**config.mk**
```make
export PLATFORM = sky130hd
export DESIGN_NAME = instruction_fetch_unit
export DESIGN_NICKNAME = d
export VERILOG_FILES = /design/src/rtl/instruction_fetch_unit.sv
export SDC_FILE = /design/constraint.sdc
export NUM_CORES = 1
export LEC_CHECK = 0
export ABC_CLOCK_PERIOD_IN_PS = 1900
export BUFFER_PORTS_ARGS = -buffer_cell sky130_fd_sc_hd__buf_2
export CAP_MARGIN = 15
export CORE_ASPECT_RATIO = 2
export CORE_MARGIN = 1
export CORE_UTILIZATION = 50
export CTS_CLUSTER_SIZE = 25
export DETAILED_ROUTE_END_ITERATION = 8
export PLACE_DENSITY_LB_ADDON = 0.05
export SLEW_MARGIN = 20
export SYNTH_ARGS = -nofsm -noshare
export SYNTH_HDL_FRONTEND = slang
export SYNTH_SLANG_ARGS = --single-unit
```
**constraint.sdc**
```tcl
create_clock -name clk_i -period 1.9 [get_ports clk_i]
set_input_delay 0.095 -clock clk_i [delete_from_list [all_inputs] [get_ports clk_i]]
set_output_delay 0.095 -clock clk_i [all_outputs]
set_load 0.03 [all_outputs]
```
**src/rtl/instruction_fetch_unit.sv**
```systemverilog
// instruction_fetch_unit: owns the PC, keeps one instruction-memory request in flight and drives the IF/ID register.
// Stall and Flush come from the hazard unit and the ID stage.
module instruction_fetch_unit #(
  parameter logic [31:0] RESET_PC  = 32'h0000_0000,
  parameter logic [31:0] NOP_INSTR = 32'h0000_0013
) (
  input  logic        clk_i,
  input  logic        rst_i,
  input  logic        PCWrite,
  input  logic        Stall,
  input  logic        Flush,
  input  logic [31:0] BranchTarget,
  output logic        imem_req,
  output logic [31:0] imem_addr,
  input  logic        imem_gnt,
  input  logic        imem_valid,
  input  logic [31:0] imem_data,
  output logic [31:0] ID_PC,
  output logic [31:0] ID_Instr,
  output logic        ID_Valid
);
  typedef enum logic [1:0] {S_REQ, S_WAIT, S_HOLD, S_KILL} state_e;
  state_e      state_q, state_d;
  logic [31:0] pc_q, pc_d, fetch_pc_q, fetch_pc_d;
  logic [31:0] buf_pc_q, buf_pc_d, buf_instr_q, buf_instr_d;
  logic [31:0] id_pc_q, id_pc_d, id_instr_q, id_instr_d;
  logic        id_valid_q, id_valid_d;
  assign imem_req  = (state_q == S_REQ) && PCWrite && !Flush && !rst_i;
  assign imem_addr = pc_q;
  assign ID_PC     = id_pc_q;
  assign ID_Instr  = id_instr_q;
  assign ID_Valid  = id_valid_q;
  always_comb begin
    state_d     = state_q;
    pc_d        = pc_q;
    fetch_pc_d  = fetch_pc_q;
    buf_pc_d    = buf_pc_q;
    buf_instr_d = buf_instr_q;
    id_pc_d     = id_pc_q;
    id_instr_d  = Stall ? id_instr_q : NOP_INSTR;
    id_valid_d  = Stall ? id_valid_q : 1'b0;
    if (Flush) begin
      pc_d       = BranchTarget & ~32'd3;
      id_instr_d = NOP_INSTR;
      id_valid_d = 1'b0;
      // a response still owed by the memory must be swallowed before issuing again
      state_d    = ((state_q == S_WAIT || state_q == S_KILL) && !imem_valid) ? S_KILL : S_REQ;
    end else begin
      case (state_q)
        S_REQ: if (imem_req && imem_gnt) begin
          fetch_pc_d = pc_q;
          pc_d       = pc_q + 32'd4;
          state_d    = S_WAIT;
        end
        S_WAIT: if (imem_valid) begin
          if (Stall) begin
            buf_pc_d    = fetch_pc_q;
            buf_instr_d = imem_data;
            state_d     = S_HOLD;
          end else begin
            id_pc_d    = fetch_pc_q;
            id_instr_d = imem_data;
            id_valid_d = 1'b1;
            state_d    = S_REQ;
          end
        end
        S_HOLD: if (!Stall) begin
          id_pc_d    = buf_pc_q;
          id_instr_d = buf_instr_q;
          id_valid_d = 1'b1;
          state_d    = S_REQ;
        end
        default: if (imem_valid) state_d = S_REQ;
      endcase
    end
  end
  always_ff @(posedge clk_i) begin
    if (rst_i) begin
      state_q     <= S_REQ;
      pc_q        <= RESET_PC;
      fetch_pc_q  <= '0;
      buf_pc_q    <= '0;
      buf_instr_q <= '0;
      id_pc_q     <= '0;
      id_instr_q  <= NOP_INSTR;
      id_valid_q  <= 1'b0;
    end else begin
      state_q     <= state_d;
      pc_q        <= pc_d;
      fetch_pc_q  <= fetch_pc_d;
      buf_pc_q    <= buf_pc_d;
      buf_instr_q <= buf_instr_d;
      id_pc_q     <= id_pc_d;
      id_instr_q  <= id_instr_d;
      id_valid_q  <= id_valid_d;
    end
  end
endmodule

```
==> results.py, run 1 <==
metrics = {
    "setup_path": {
        "worst-path-buf-inv": 1,
        "required_ps": 2260,
        "slowest_delay_ps": 370,
        "crit_fanout": 4,
        "endpoint_kind": "flop",
        "slowest_stage": "or3b_1",
        "worstPathCellList": "inv_1 > ha_4 > and4b_2 > nand4_4 > nor4_4 > or3b_1 > a31oi_1",
        "crit_family": "simple AND/OR/NAND/NOR gates",
        "critPathArrivalTime_ps": 2180,
        "crit_type": "flop to flop",
        "start_kind": "flop",
    },
    "floorplan": {
        "start_util_pct": 51.25,
        "rows": 66,
        "die_x_microns": 93.55,
        "fp.dieH_microns": 185.1,
        "fp.dieArea_sq_mm": 0.01731,
        "core_area_sq_mm": 0.01635,
        "num_io_pins": 169,
    },
    "detailed_routing": {
        "dr.pass1.iters": 4,
        "drc": 0,
        "drt-wirelength-per-cell_microns": 16.12,
        "wl_mm": 23.90,
        "drt_iter0_markers": 382,
        "antenna_left": 0,
        "vias_per_cell": 5.496,
        "num_vias": 8150,
    },
    "global_route": {
        "grt_pass1_wl_mm": 37.27,
        "grt_max_degree": 156,
        "first_global_vias": 7627,
        "grt_util_all_layers_pct": 27.51,
        "grt_overflow_total": 0,
        "antenna_found_initial": 0,
    },
    "place": {
        "io_buffers": 162,
        "gp_congestion": 0.9896,
        "dp_hpwl_mm": 15.64,
        "post-place-ws_ps": 26.16,
    },
    "final_layout": {
        "mostFrequentLayoutCells": "nand2_1, dfxtp_1, buf_2",
        "antennaDiodeCount": 0,
        "area_delta_synth_final_pct": 30.10,
        "drive_gt1_share_pct": 22.99,
        "layout_commonest_cell": "nand2_1",
        "nets": 1342,
    },
    "clock_network": {
        "numClockSinks": 187,
        "cts_tree": "yes",
        "htreeDepth": 4,
        "clock_latency_ps": 430,
        "cts-root-buf": "clkbuf_16",
        "path_clk_slew_ps": 70,
        "cts_buffers": 17,
        "clk_path_buf_depth": 2,
    },
    "pwr": {
        "power_mw": 8.731,
        "peakVddDrop_mv": 0.5911,
        "power.leakage_nw": 4.163,
        "power_density_mw_per_mm2": 800.8,
    },
    "hold_path": {
        "hold_class": "primary input to flop",
    },
    "run_status": {
        "outcome": "finished clean",
    },
    "sta": {
        "skew_ps": 6.244,
        "max_slew.worst_pin.slew_ps": 682.0,
        "setup_viol": 0,
        "min_period_over_period_pct": 95.62,
        "layout_min_cycle_time_ps": 1817,
        "fin_ws_ps": 83.26,
        "slew_headroom_pct": 54.54,
        "rsz0062_at_grt": "true",
        "slew_viol_final": 0,
        "max_freq_mhz": 550.4,
        "hold_violations": 0,
    },
    "logic_synthesis": {
        "synth-main-ff-cell": "dfxtp_1",
        "async_flop_share_pct": 0,
        "ys_seq_elements": 187,
        "synth_area_leaders": "dfxtp_1, nand2_1, a21oi_1, mux2i_1, nor2_1",
        "yosysSeqAreaShare_pct": 44.67,
        "avgSynthCellArea_sq_um": 7.966,
        "yosysTopAreaCell": "dfxtp_1",
        "synth_top_area_share_pct": 44.67,
        "synth_cell_types": 60,
        "syn_inst": 1052,
        "synth_warnings": 0,
        "synth-edff-count": 0,
        "synth_area_sq_mm": 0.008381,
    },
    "run": {
        "maxCapViolations": 0,
    },
}
## routing by layer
metal	up-vias	wire (microns)	global-route usage (%)
met5	-	0	0
met4	0	717	11.02
met3	39	1035	4.598
met2	237	12970	52.56
met1	3811	9181	29.16
li1	4063	-	-
## final cells by class
type,count,area (sq um)
clock buffers,18,439.2
clock inverters,14,158.9
fillers,1464,5448
inverters,9,33.78
multi-input cells,770,4282
flip-flops and latches,187,3760
well taps,204,255.2
repair buffers,281,1974
## what timing repair did
| action | in CTS | in global routing |
|---|---|---|
| setup endpoints to repair | 0 | 14 |
| hold buffers | 61 | 1 |
| resized for setup | 0 | 9 |
| hold endpoints to repair | 60 | 1 |
| buffers inserted | 0 | 0 |
## worst reg2reg max path: stages, from the launching register on
cell     delay (ps)
dfxtp_1         310
inv_1           100
ha_4            160
and4b_2         270
nand4_4         130
nor4_4          250
or3b_1          370
a31oi_1         160
## synthesized netlist by cell type, drive strengths merged, types with 2 or more instances
cell    number
nand2      278
dfxtp      187
a21oi      116
nor2        75
clkbuf      72
o21ai       41
a211oi      34
mux2i       33
a22oi       30
a22o        29
nand4       17
buf         16
nand3       13
xnor2       13
and3        12
o22ai        9
inv          8
nor4         8
and2         7
xor2         6
ha           5
a31oi        4
o211ai       4
or3          4
o311ai       3
a311oi       2
and4         2
nor3         2
or2          2
or4          2
## power by group
part	internal, mW	total, mW	leakage [nW]	switching, mW
Clock	1.90	3.55	0.284	1.65
Combinational	0.432	1.10	2.36	0.667
Sequential	4.00	4.08	1.52	0.0807
Total	6.33	8.73	4.16	2.40
## logic make-up (layout without fill, tap and decap cells)
| kind of cell | count (synthesis) | count (layout) | share of synthesized area (%) |
|---|---|---|---|
| and+or+nand+nor | 430 | 430 | 22.65 |
| AOI/OAI and AO/OA | 279 | 279 | 20.78 |
| DFF | 187 | 187 | 44.67 |
| buffers and inverters | 98 | 322 | 5.181 |
| muxes | 33 | 33 | 3.942 |
| xor gates and xnor gates | 19 | 19 | 1.986 |
| adders and majority gates | 5 | 5 | 0.7465 |
| other | 1 | 4 | 0.04475 |
## final timing paths
kind                                        from             to  slack, ps  depth (start not counted)
worst min register to register      buf_pc_q[28]   buf_pc_q[28]        450                          2
worst max register to register        state_q[0]  imem_addr[22]         80                          7
worst max-delay path                  state_q[0]  imem_addr[22]         80                          7
worst min-delay path            BranchTarget[20]  imem_addr[20]         30                          4
## through the flow
stage / setup TNS, ps / area (sq um) / hold WS (ps) / utilization, % / instances
after floorplan: 0 / 8433 / 231.0 / - / 1055
after global placement: 0 / 9654 / 312.6 / 59.05 / 1389
after detailed placement: 0 / 9654 / 312.9 / 59.05 / 1389
after CTS: 0 / 10860 / 0.8672 / 66.44 / 1482
after global routing: -65.38 / 10900 / 61.20 / 66.68 / 1483
final: 0 / 10900 / 30.44 / 66.68 / 1483
## flip-flops by register name, indices dropped and copies added, names as in the netlist
signal,cells
ID_Instr,32
buf_instr_q,32
ID_PC,30
buf_pc_q,30
fetch_pc_q,30
imem_addr,30
state_q,2
ID_Valid,1
No activity file was read; power rests on OpenSTA's default activity.
==> run 2, diff against run 1 <==
--- a/config.mk
+++ b/config.mk
@@ -5,15 +5,17 @@
 export SDC_FILE = /design/constraint.sdc
 export NUM_CORES = 1
 export LEC_CHECK = 0
+export ABC_AREA = 1
 export ABC_CLOCK_PERIOD_IN_PS = 1900
 export BUFFER_PORTS_ARGS = -buffer_cell sky130_fd_sc_hd__buf_2
 export CAP_MARGIN = 15
 export CORE_ASPECT_RATIO = 2
 export CORE_MARGIN = 1
-export CORE_UTILIZATION = 50
+export CORE_UTILIZATION = 26
 export CTS_CLUSTER_SIZE = 25
 export DETAILED_ROUTE_END_ITERATION = 8
 export PLACE_DENSITY_LB_ADDON = 0.05
+export RECOVER_POWER = 25
 export SLEW_MARGIN = 20
 export SYNTH_ARGS = -nofsm -noshare
 export SYNTH_HDL_FRONTEND = slang
==> results.py, run 2 <==
metrics = {
    "pwr": {
        "power.leakage_nw": 4.868,
        "peakVddDrop_mv": 0.6523,
        "power_density_mw_per_mm2": 997.9,
    },
    "hold_path": {
        "min_from": "BranchTarget[16]",
        "whs_endpoint": "imem_addr[16]",
        "min_path_cells": 3,
        "hold_class": "primary input to flop",
    },
    "setup_path": {
        "required_ps": 1800,
        "endpoint_kind": "output pin",
        "r2r_cells": 11,
        "crit_fanout": 4,
        "worstPathCellList": "inv_1 > ha_2 > nand2_1 > buf_4 > nor3_1 > buf_4",
        "r2r_end": "imem_addr[21]",
        "reg2reg_from": "state_q[0]",
        "slowest_stage": "dfxtp_1",
        "worst-path-buf-inv": 3,
        "crit_type": "flop to output pin",
        "crit_top_cell": "buf_4",
        "critPathArrivalTime_ps": 1690,
        "start_kind": "flop",
        "rrSetupSlack_ps": 170,
        "crit_family": "buffers and inverters",
        "slowest_delay_ps": 330,
    },
    "global_route": {
        "grt_max_degree": 64,
        "grt_overflow_total": 0,
        "first_global_vias": 8816,
        "globalRouteMet1Util_pct": 20.09,
        "grt_pass1_wl_mm": 49.25,
        "grt_util_all_layers_pct": 18.74,
        "grt-busiest-layer": "met2",
        "antenna_found_initial": 0,
        "use_met2_pct": 36.44,
        "grt_util_met3_pct": 2.564,
    },
    "detailed_routing": {
        "drc": 0,
        "drt_iter0_markers": 445,
        "drt-wirelength-per-cell_microns": 16.49,
        "vias_per_cell": 4.673,
        "dr.pass1.iters": 5,
        "num_vias": 9074,
        "wl_mm": 32.02,
        "antenna_left": 0,
    },
    "logic_synthesis": {
        "synth_simple_gate_area_share_pct": 22.68,
        "synth_warnings": 0,
        "synth_area_sq_mm": 0.008706,
        "ys_seq_elements": 187,
        "synthAdderAreaFrac_pct": 0.7186,
        "avgSynthCellArea_sq_um": 6.786,
        "synth.most_common_cell": "nand2_1",
        "synth_top_family_by_area": "compound AO/OA/AOI/OAI gates",
        "synth_top_area_share_pct": 43.00,
        "synth_cell_types": 33,
        "yosysTopAreaCell": "dfxtp_1",
        "muxShareOfSynthArea_pct": 0,
        "synth_common_cells": "nand2_1, dfxtp_1, o21ai_0",
        "synth-edff-count": 0,
        "async_flop_share_pct": 0,
        "synth_area_leaders": "dfxtp_1, nand2_1, o21ai_0, a21oi_1, inv_1",
        "synth_compound_area_share_pct": 22.94,
        "syn_inst": 1283,
        "synth-main-ff-cell": "dfxtp_1",
        "yosysSeqAreaShare_pct": 43.00,
        "synth-xor-area-share_pct": 0.5030,
    },
    "run": {
        "maxCapViolations": 0,
    },
    "clock_network": {
        "cts_tree": "yes",
        "numClockSinks": 187,
        "clk_path_buf_depth": 2,
        "post_cts_buffers": 0,
        "clock_latency_ps": 440,
        "cts-root-buf": "clkbuf_16",
        "htreeDepth": 4,
        "path_clk_slew_ps": 70,
        "cts_buffers": 17,
    },
    "final_layout": {
        "nets": 1573,
        "final_area_sq_mm": 0.01136,
        "layout_commonest_cell": "nand2_1",
        "area_delta_synth_final_pct": 30.54,
        "drive_gt1_share_pct": 13.58,
        "antennaDiodeCount": 0,
        "mostFrequentLayoutCells": "nand2_1, dfxtp_1, o21ai_0",
    },
    "floorplan": {
        "num_io_pins": 169,
        "fp.dieArea_sq_mm": 0.03426,
        "core_area_sq_mm": 0.03293,
        "start_util_pct": 26.44,
        "die_x_microns": 131.4,
        "rows": 94,
        "fp.dieH_microns": 260.8,
    },
    "sta": {
        "tns_ps": 0,
        "setup_viol": 0,
        "hold_violations": 0,
        "fin_ws_ps": 113.2,
        "rsz0062_at_grt": "false",
        "max_freq_mhz": 559.6,
        "skew_ps": 9.651,
        "slew_viol_final": 0,
        "min_period_over_period_pct": 94.04,
        "layout_min_cycle_time_ps": 1787,
    },
    "place": {
        "io_buffers": 162,
        "place_area_sq_mm": 0.01032,
        "post-place-ws_ps": 65.76,
        "dp_hpwl_mm": 22.01,
        "gp_congestion": 0.8251,
    },
    "run_status": {
        "outcome": "finished clean",
    },
}
run 2: layer usage:
layer | wire length [microns] | part of all wire, %
met1 | 12890 | 40
met2 | 17480 | 55
met3 | 792 | 2.5
met4 | 848 | 2.6
met5 | 0 | 0
run 2: layout make-up:
cell class,instances,area [sq um]
well taps,432,540.5
multi-input cells,883,4113
fillers,3696,21570
clock buffers,19,442.9
inverters,129,485.5
flip-flops and latches,187,3744
repair buffers,279,1921
clock inverters,13,118.9
run 2: kinds of logic after synthesis:
| group | after synthesis |
|---|---|
| AOI/OAI and AO/OA | 380 |
| adders and majority gates | 5 |
| buffers and inverters | 216 |
| DFF | 187 |
| and+or+nand+nor | 489 |
| xor gates and xnor gates | 5 |
| other | 1 |
run 2: per-stage QoR:
step | std cells | hold WS, ps | power, mW | util (%)
after floorplan | 1286 | 229.9 | 6.695 | -
after global placement | 1856 | 356.6 | 7.839 | 31.33
after detailed placement | 1856 | 358.2 | 7.869 | 31.33
after CTS | 1941 | 6.894 | 11.56 | 34.64
after global routing | 1942 | 24.74 | 12.03 | 34.51
final | 1942 | 27.91 | 11.34 | 34.51
run 2: worst max-delay path by stage:
stage            startpoint              to  depth (start not counted)
2_1_floorplan  imem_addr[3]   imem_addr[28]                         10
3_3_place_gp     state_q[1]  fetch_pc_q[11]                          9
3_5_place_dp     state_q[1]  fetch_pc_q[11]                          9
4_1_cts          state_q[1]  fetch_pc_q[11]                          9
5_1_grt          state_q[0]   imem_addr[19]                         13
6_report         state_q[0]        imem_req                          6
run 2: worst register-to-register path, cell delays in order (launching register included):
cell      delay, ps
dfxtp_1         330
inv_1           100
ha_2            220
nand2_1          80
inv_1            90
nand3_4         130
buf_12          210
nor2_1          220
nand3_1         110
nand3b_1         90
nand2_1          50
inv_1            50
run 2: report_power, final:
part / total, mW / switching, mW / internal (mW)
logic: 3.29 / 2.24 / 1.04
registers: 4.51 / 0.225 / 4.28
clock network: 3.55 / 1.70 / 1.85
run 2: repair_timing:
| action | 4_1_cts | 5_1_grt |
|---|---|---|
| setup endpoints to repair | 0 | 16 |
| hold buffers | 53 | 0 |
| hold endpoints to repair | 53 | 0 |
| gates resized for setup | 0 | 8 |
==> run 3, diff against run 2 <==
--- a/config.mk
+++ b/config.mk
@@ -14,9 +14,8 @@
 export CORE_UTILIZATION = 26
 export CTS_CLUSTER_SIZE = 25
 export DETAILED_ROUTE_END_ITERATION = 8
-export PLACE_DENSITY_LB_ADDON = 0.05
+export PLACE_DENSITY_LB_ADDON = 0.25
 export RECOVER_POWER = 25
-export SLEW_MARGIN = 20
 export SYNTH_ARGS = -nofsm -noshare
 export SYNTH_HDL_FRONTEND = slang
 export SYNTH_SLANG_ARGS = --single-unit
==> results.py, run 3 (synthesis results as in run 2) <==
metrics = {
    "detailed_routing": {
        "drt-wirelength-per-cell_microns": 15.62,
        "antenna_left": 0,
        "drc": 0,
        "drt_iter0_markers": 487,
        "dr.pass1.iters": 5,
        "wl_mm": 30.10,
        "num_vias": 9125,
        "vias_per_cell": 4.735,
    },
    "global_route": {
        "grt_util_met3_pct": 2.720,
        "use_met2_pct": 33.29,
        "grt_max_degree": 61,
        "grt_overflow_total": 0,
        "grt-busiest-layer": "met2",
        "antenna_found_initial": 0,
        "first_global_vias": 8636,
        "grt_pass1_wl_mm": 46.65,
        "grt_util_all_layers_pct": 17.56,
        "globalRouteMet1Util_pct": 18.67,
    },
    "hold_path": {
        "hold_class": "primary input to flop",
    },
    "sta": {
        "layout_min_cycle_time_ps": 1793,
        "rsz0062_at_grt": "true",
        "max_slew.worst_pin.slew_ps": 610.8,
        "hold_violations": 0,
        "tns_ps": 0,
        "max_freq_mhz": 557.8,
        "fin_ws_ps": 107.1,
        "skew_ps": 6.951,
        "slew_viol_final": 0,
        "slew_headroom_pct": 59.45,
        "min_period_over_period_pct": 94.36,
        "setup_viol": 0,
    },
    "setup_path": {
        "start_kind": "flop",
        "crit_type": "flop to flop",
        "endpoint_kind": "flop",
        "critPathArrivalTime_ps": 2170,
        "required_ps": 2280,
        "crit_fanout": 50,
    },
    "floorplan": {
        "rows": 94,
        "core_area_sq_mm": 0.03293,
        "fp.dieArea_sq_mm": 0.03426,
        "num_io_pins": 169,
        "die_x_microns": 131.4,
        "fp.dieH_microns": 260.8,
        "start_util_pct": 26.44,
    },
    "pwr": {
        "p_seq_share_pct": 38.5,
        "power.leakage_nw": 4.844,
        "p_comb_share_pct": 27.9,
        "peakVddDrop_mv": 0.8245,
        "clock_power_share_pct": 33.6,
        "swShare_pct": 34.82,
        "power.internal_mw": 7.614,
        "power_mw": 11.68,
        "p_switching_mw": 4.068,
        "power_density_mw_per_mm2": 1033,
    },
    "final_layout": {
        "fillers": 3614,
        "nets": 1560,
        "layout_commonest_cell": "nand2_1",
        "drive_gt1_share_pct": 13.44,
        "mostFrequentLayoutCells": "nand2_1, dfxtp_1, o21ai_0",
        "antennaDiodeCount": 0,
        "area_delta_synth_final_pct": 29.91,
        "multi_input_area_sq_mm": 0.004130,
        "regArea_sq_mm": 0.003744,
    },
    "clock_network": {
        "cts_tree": "yes",
        "path_clk_slew_ps": 70,
        "htreeDepth": 4,
        "clk_path_buf_depth": 2,
        "numClockSinks": 187,
        "clock_latency_ps": 440,
        "cts_buffers": 17,
        "cts-root-buf": "clkbuf_16",
    },
    "run": {
        "maxCapViolations": 0,
    },
    "run_status": {
        "outcome": "finished clean",
    },
    "place": {
        "post-place-ws_ps": 37.37,
        "io_buffers": 162,
        "dp_hpwl_mm": 20.63,
        "gp_congestion": 0.8456,
    },
}
-- run 3: cell types whose count changed in the layout (fill, tap and decap cells not counted), moves of 2 or more --
cell,previous run,this run
buf_12,13,10
clkbuf_1,71,68
nor2_2,5,10
clkinv_4,5,1
bufinv_16,1,5
buf_4,50,41
nor2_1,52,47
buf_2,91,95
dlygate4sd3_1,53,51
-- run 3: what timing repair did --
action,4_1_cts,5_1_grt
endpoints found under the hold margin,54,0
buffers inserted,0,0
cloned,0,1
endpoints found under the setup margin,1,24
hold buffers,51,0
gates resized for setup,1,13
-- run 3: path summary, 6_finish.rpt --
kind	start	to	cells after the start	slack, ps
max	state_q[0]	imem_addr[16]	9	110
min	rst_i	fetch_pc_q[2]	2	20
max reg2reg	state_q[0]	imem_addr[16]	9	110
min reg2reg	buf_instr_q[1]	buf_instr_q[1]	2	450
-- run 3: area by class of cell --
type / count / area share, %
inverters: 129 / 4.315
flip-flops and latches: 187 / 33.10
clock inverters: 12 / 1.737
well taps: 432 / 4.779
multi-input cells: 883 / 36.52
repair buffers: 266 / 15.75
clock buffers: 18 / 3.795
-- run 3: power by group through the flow --
stage          clock [mW]  combinational, mW  sequential, mW
6_report             3.92               3.26            4.50
5_1_grt              4.22               3.61            4.54
4_1_cts              4.07               3.32            4.49
3_5_place_dp            0               3.23            4.58
3_3_place_gp            0               3.16            4.58
2_1_floorplan           0               1.66            5.03
-- run 3: routing by layer --
metal / share of wire, % / up-vias
li1: - / 4575
met1: 39 / 4247
met2: 54 / 252
met3: 3.8 / 51
met4: 3.0 / 0
met5: 0 / -
-- run 3: metrics by stage --
stage                     util (%)  std cells  hold slack, ps  cell area (sq um)
after floorplan                  -       1286           229.9               8717
after detailed placement     30.96       1845           355.9              10200
final                        34.34       1927           23.07              11310
after CTS                    34.43       1926           1.029              11340
after global routing         34.34       1927           9.149              11310
after global placement       30.96       1845           354.7              10200
-- run 3: worst max-delay path, cell delays in order (launching register included) --
cell and delay, ps:
dfxtp_1 330, inv_1 110, ha_2 230, nand2_1 90, inv_1 100, nand3_4 140, buf_12 220, nor2_1 210
a22oi_1 100, a21oi_1 150
